===== src/rtl/btn_reader.sv =====
// Pushbutton front end: polarity fix, 2-FF synchroniser and per-button debounce.
// Produces clean levels, one-cycle press/release strobes and a wrapping press counter.
module btn_reader #(
  parameter int NUM_BTN         = 2,
  parameter int DEBOUNCE_CYCLES = 120000,
  parameter int ACTIVE_LOW      = 0
) (
  input  logic               clk,
  input  logic               rst_n,
  input  logic [NUM_BTN-1:0] btn_in,
  input  logic               count_clr,
  output logic [NUM_BTN-1:0] btn_level,
  output logic [NUM_BTN-1:0] btn_press,
  output logic [NUM_BTN-1:0] btn_release,
  output logic               any_pressed,
  output logic [7:0]         press_count
);

  localparam int                 CW       = $clog2(DEBOUNCE_CYCLES);
  localparam logic [CW-1:0]      CNT_LAST = CW'(DEBOUNCE_CYCLES - 1);
  localparam logic [NUM_BTN-1:0] POL      = (ACTIVE_LOW != 0) ? {NUM_BTN{1'b1}} : {NUM_BTN{1'b0}};

  logic [NUM_BTN-1:0] r_sync1;
  logic [NUM_BTN-1:0] r_sync2;
  logic [NUM_BTN-1:0] r_level;
  logic [NUM_BTN-1:0] r_press;
  logic [NUM_BTN-1:0] r_release;
  logic               r_any;
  logic [7:0]         r_count;
  logic [CW-1:0]      r_cnt [NUM_BTN];

  logic [NUM_BTN-1:0] w_pin;
  logic [NUM_BTN-1:0] w_level_nxt;
  logic [NUM_BTN-1:0] w_press_nxt;
  logic [NUM_BTN-1:0] w_release_nxt;
  logic [CW-1:0]      w_cnt_nxt [NUM_BTN];
  logic [7:0]         w_pop;

  assign w_pin = btn_in ^ POL;

  // A new level is accepted on the DEBOUNCE_CYCLES-th consecutive mismatching sample.
  always_comb begin
    w_level_nxt = r_level;
    w_pop       = 8'd0;
    for (int i = 0; i < NUM_BTN; i++) begin
      w_cnt_nxt[i] = '0;
      if (r_sync2[i] != r_level[i]) begin
        if (r_cnt[i] == CNT_LAST) begin
          w_level_nxt[i] = r_sync2[i];
        end else begin
          w_cnt_nxt[i] = r_cnt[i] + CW'(1);
        end
      end
    end
    w_press_nxt   = w_level_nxt & ~r_level;
    w_release_nxt = ~w_level_nxt & r_level;
    for (int i = 0; i < NUM_BTN; i++) begin
      w_pop = w_pop + {7'd0, w_press_nxt[i]};
    end
  end

  always_ff @(posedge clk) begin
    if (!rst_n) begin
      r_sync1   <= '0;
      r_sync2   <= '0;
      r_level   <= '0;
      r_press   <= '0;
      r_release <= '0;
      r_any     <= 1'b0;
      r_count   <= 8'd0;
      for (int i = 0; i < NUM_BTN; i++) begin
        r_cnt[i] <= '0;
      end
    end else begin
      r_sync1   <= w_pin;
      r_sync2   <= r_sync1;
      r_level   <= w_level_nxt;
      r_press   <= w_press_nxt;
      r_release <= w_release_nxt;
      r_any     <= |w_level_nxt;
      // Clear wins over presses accepted on the same edge.
      r_count   <= count_clr ? 8'd0 : r_count + w_pop;
      for (int i = 0; i < NUM_BTN; i++) begin
        r_cnt[i] <= w_cnt_nxt[i];
      end
    end
  end

  assign btn_level   = r_level;
  assign btn_press   = r_press;
  assign btn_release = r_release;
  assign any_pressed = r_any;
  assign press_count = r_count;

endmodule


===== config.mk =====
export PLATFORM = sky130hd
export DESIGN_NAME = btn_reader
export DESIGN_NICKNAME = d
export VERILOG_FILES = /design/src/rtl/btn_reader.sv
export SDC_FILE = /design/constraint.sdc
export NUM_CORES = 1
export LEC_CHECK = 0
export ABC_CLOCK_PERIOD_IN_PS = 4900
export CAP_MARGIN = 10
export CORE_MARGIN = 2
export CORE_UTILIZATION = 41
export CTS_BUF_LIST = sky130_fd_sc_hd__clkbuf_4 sky130_fd_sc_hd__clkbuf_8 sky130_fd_sc_hd__clkbuf_16
export CTS_CLUSTER_SIZE = 12
export DETAILED_ROUTE_END_ITERATION = 8
export GPL_ROUTABILITY_DRIVEN = 0
export PLACE_DENSITY = 0.6
export SKIP_LAST_GASP = 1
export SYNTH_ARGS = -nofsm -noshare
export SYNTH_HDL_FRONTEND = slang
export SYNTH_SLANG_ARGS = --single-unit

===== constraint.sdc =====
create_clock -name clk -period 4.9 [get_ports clk]
set_input_delay 1.47 -clock clk [delete_from_list [all_inputs] [get_ports clk]]
set_output_delay 1.47 -clock clk [all_outputs]
set_load 0.02 [all_outputs]

Word-level counts from Yosys, hierarchy flattened
Memory sizes are Yosys's and may differ from the RTL's.
Cells that the tools add are included.
{ "word_totals": {"reg_bits": 19, "latchBits": 0, "ramBits": 34, "romBits": 0, "n_memories": 1} }
{ "classes": {"add_sub_neg": 4, "n_mul": 0, "n_div": 0, "order_cmp": 0, "n_eq_ne": 4, "n_shift": 0, "n_mux": 12, "bitwise_logic": 7, "n_reduce_logical": 2} }
{ "memory_table": {"columns": ["name", "depth", "word_bits", "read_ports", "rd_ports_with_merged_regs", "write_ports", "line", "text"], "rows": [
  ["r_cnt", 2, 17, 2, 0, 2, "30", "logic [CW-1:0] r_cnt [NUM_BTN];"]
]} }
{ "ops": {"columns": ["operator", "n"], "rows": [
  ["$mux 17", 6],
  ["$add 17x1->17 const B", 2],
  ["$eq 17x17->1 const B", 2],
  ["$add 8x2->8", 1],
  ["$mux 1", 6],
  ["$and 2x2->2", 2],
  ["$not 2->2", 2],
  ["$reduce_or 2->1", 2],
  ["$add 1x1->2", 1],
  ["$ne 1x1->1", 2],
  ["$or 1x1->1", 2],
  ["$not 1->1", 1]
]} }

Depth between registers and ports, before layout
An unclocked memory read counts as a cell.
{ "depth": {"word_depth": 7, "ltp_mapped": 10} }

Least setup slack after synthesis
No wires, ideal clock.
{ "synth_timing": {"path_type": "input port to flip-flop", "startpoint": "input port rst_n", "endpoint": "memory r_cnt[0][22] (netlist name)", "setup_ps": 128, "arrival_time_ps": 2066, "t_required_ps": 4772, "slack_ps": 2706, "path_stages": 4, "path_cell_list": "o21a_1 -> nand2_1 -> clkbuf_1 -> nor2_1"} }
{ "synth_rtl": {"columns": ["item", "line", "text"], "rows": [
  ["start: declaration", "9", "input logic rst_n,"],
  ["end: declaration", "30", null]
]} }

Final worst setup path
{ "layout_timing": {"startpoint": "register r_count[3] (netlist: press_count[3])", "endpoint": "output port press_count[3]"} }
{ "layout_rtl": {"columns": ["item", "line", "text"], "rows": [
  ["start: declaration", "29", "logic [7:0] r_count;"],
  ["start signal: assignment", "82", "r_count <= count_clr ? 8'd0 : r_count + w_pop;"],
  ["end: declaration", "16", "output logic [7:0] press_count"]
]} }
No word-level cell between the ends.

==> flow_summary.json <==
{
  "die_w_um": 78.5,
  "grt_max_degree": 18,
  "clockBufferDepth": 2,
  "power_density_mw_per_mm2": 266,
  "crit_slowest_cell": "clkdlybuf4s50_1",
  "hp-class": "flip-flop to flip-flop",
  "start_util_pct": 41.8,
  "totalPowerFinal_uw": 692,
  "ir_drop_uv": 167,
  "period_needed_ns": 2.83,
  "ios": 20,
  "startpoint": "press_count[3]",
  "rsz0062_at_grt": "false",
  "crit_chain": "clkdlybuf4s50_1",
  "tightest_slew_ns": 0.506,
  "hold_violations": 0,
  "crit_path_end_kind": "output port",
  "clock.fmax_mhz": 353,
  "ant_nets": 0,
  "dr.pass1.iters": 4,
  "clk_latency_ns": 0.30,
  "diodes": 0,
  "cp-start-kind": "flip-flop",
  "synth_async_sr_flop_share_pct": 0,
  "drv_cap": 0,
  "dp_hpwl_um": 2720,
  "ys_ff_latch": 53,
  "utilization_pct": 47.8,
  "syn_area_mm2": 0.00227,
  "status": "finished clean",
  "drt_wl_total_um": 3870,
  "ys_types": 40,
  "cts.sinks": 53,
  "crit_family": "buffers and inverters",
  "crit_type": "flip-flop to output port",
  "cts_tree": "yes",
  "coreArea_mm2": 0.00544,
  "layout_commonest_cell": "dfxtp_1",
  "root_buffer": "clkbuf_8",
  "clk_pin_slew_worst_paths_ns": 0.10,
  "critPathBufInv": 1,
  "yosysWarnings": 0,
  "slew_violations": 0,
  "leakagePower_uw": 0.000868,
  "cts_hold_buffers": 0,
  "worst-path-max-fanout": 5,
  "nets": 270,
  "drive_gt1_share_pct": 5.34,
  "cts_buffers": 5,
  "vias": 1667,
  "via_per_inst": 4.99,
  "reg2reg_from": "r_cnt[0][2]",
  "areaGrowthSynthToFinish_pct": 14.4,
  "grt_usage_pct": 14.0,
  "htree_levels": 2,
  "skew_ns": 0.00919,
  "syn_area_per_cell_um2": 9.39,
  "dp.cells": 326,
  "antenna_found_initial": 0,
  "postSynthCellCount": 242,
  "syn_nets": 251,
  "period_share_pct": 57.8,
  "drc": 0,
  "grt_pass1_wl_um": 6910,
  "required_ns": 3.43,
  "die_area_mm2": 0.00616,
  "cts_setup_buffers": 0,
  "port_buffers": 19,
  "setup_viol": 0,
  "synth_edf_count": 0,
  "die_y_um": 78.5,
  "std_cell_rows": 27,
  "yosysSeqAreaShare_pct": 46.7,
  "cts.repair.resized": 0,
  "fin_cells": 334,
  "crit_arrival_ns": 1.36,
  "grt-ovfl-total": 0,
  "grt_pass1_vias": 1552,
  "max_slew_margin_pct": 66.2,
  "layout_common_cells": "53 x dfxtp_1, 37 x nor2_1, 21 x xor2_1, 19 x clkdlybuf4s50_1, 17 x nand3_1",
  "slowest_delay_ns": 0.64,
  "wl_per_cell_um": 11.6,
  "drt_iter0_markers": 61,
  "finalSetupTns_ns": 0,
  "ys.flop_type": "dfxtp_1",
  "hp-start": "r_sync1[1]"
}
-- worst paths after layout --
check,to,slack (ns),cells after the start
worst max-delay path,press_count[3],2.07,1
worst min-delay path,r_sync2[1],0.44,1
worst max register to register,press_count[5],2.36,9
worst min register to register,r_sync2[1],0.44,1
-- routing by layer --
layer	vias to the layer above	track usage [%]	part of all wire, %
li1	877	-	-
met1	762	18.8	51
met2	21	21.6	44
met3	7	4.02	3.5
met4	0	4.91	1.4
met5	-	0	0
-- cells in the mapped netlist, types with 2 or more instances --
| cell type | number | area [µm²] |
|---|---|---|
| dfxtp_1 | 53 | 1060 |
| nor2_1 | 37 | 139 |
| xor2_1 | 21 | 184 |
| nand3_1 | 17 | 85.1 |
| nand4_1 | 14 | 87.6 |
| and3_1 | 9 | 56.3 |
| nand2_1 | 9 | 33.8 |
| xnor2_1 | 9 | 78.8 |
| and2_1 | 8 | 50.1 |
| a21oi_1 | 5 | 25.0 |
| inv_1 | 5 | 18.8 |
| nor2b_1 | 5 | 31.3 |
| clkbuf_1 | 4 | 15.0 |
| and4b_1 | 3 | 30.0 |
| ha_1 | 3 | 37.5 |
| mux2i_1 | 3 | 30.0 |
| nor3_1 | 3 | 15.0 |
| nor4_1 | 3 | 18.8 |
| o21ai_0 | 3 | 15.0 |
| or3_1 | 3 | 18.8 |
| and4_1 | 2 | 17.5 |
| nand2b_1 | 2 | 12.5 |
| o31ai_1 | 2 | 15.0 |
| or4_1 | 2 | 15.0 |
| or4_4 | 2 | 22.5 |
-- power by group --
| part | internal (µW) | total [µW] | switching (µW) |
|---|---|---|---|
| combinational | 5.33 | 11.1 | 5.75 |
| sequential | 432 | 433 | 1.04 |
| clock | 107 | 248 | 141 |
-- cells by family (layout without fill, tap and decap cells) --
group / after synthesis / after routing / share of synthesized area [%]
fa+ha+maj: 4 / 4 / 2.53
xor+xnor: 30 / 30 / 11.6
buf+inv: 12 / 32 / 2.81
simple gates: 127 / 127 / 31.1
compound gates: 13 / 13 / 4.02
flops: 53 / 53 / 46.7
mux: 3 / 3 / 1.32
-- per-stage QoR --
step / hold slack, ns / area, µm² / setup WS, ns
CTS: 0.443 / 2600 / 2.05
finish: 0.440 / 2600 / 2.07
global route: 0.456 / 2600 / 1.96
floorplan: 0.411 / 2270 / 2.71
detailed placement: 0.419 / 2510 / 1.80
global placement: 0.415 / 2510 / 1.86
-- flip-flops by register name, summed over array words and instances (netlist names) --
signal and count:
btn_press 2, btn_level 2, btn_release 2, press_count 8, r_cnt 34, r_sync2 2
any_pressed 1, r_sync1 2
-- cell type report --
class | instances | area (µm²)
inverters | 5 | 18.8
clock inverters | 2 | 15.0
clock buffers | 6 | 76.3
flip-flops and latches | 53 | 1060
well taps | 72 | 90.1
repair buffers | 19 | 190
multi-input cells | 177 | 1150
fillers | 521 | 2840
(Power assumes the default switching activity.)
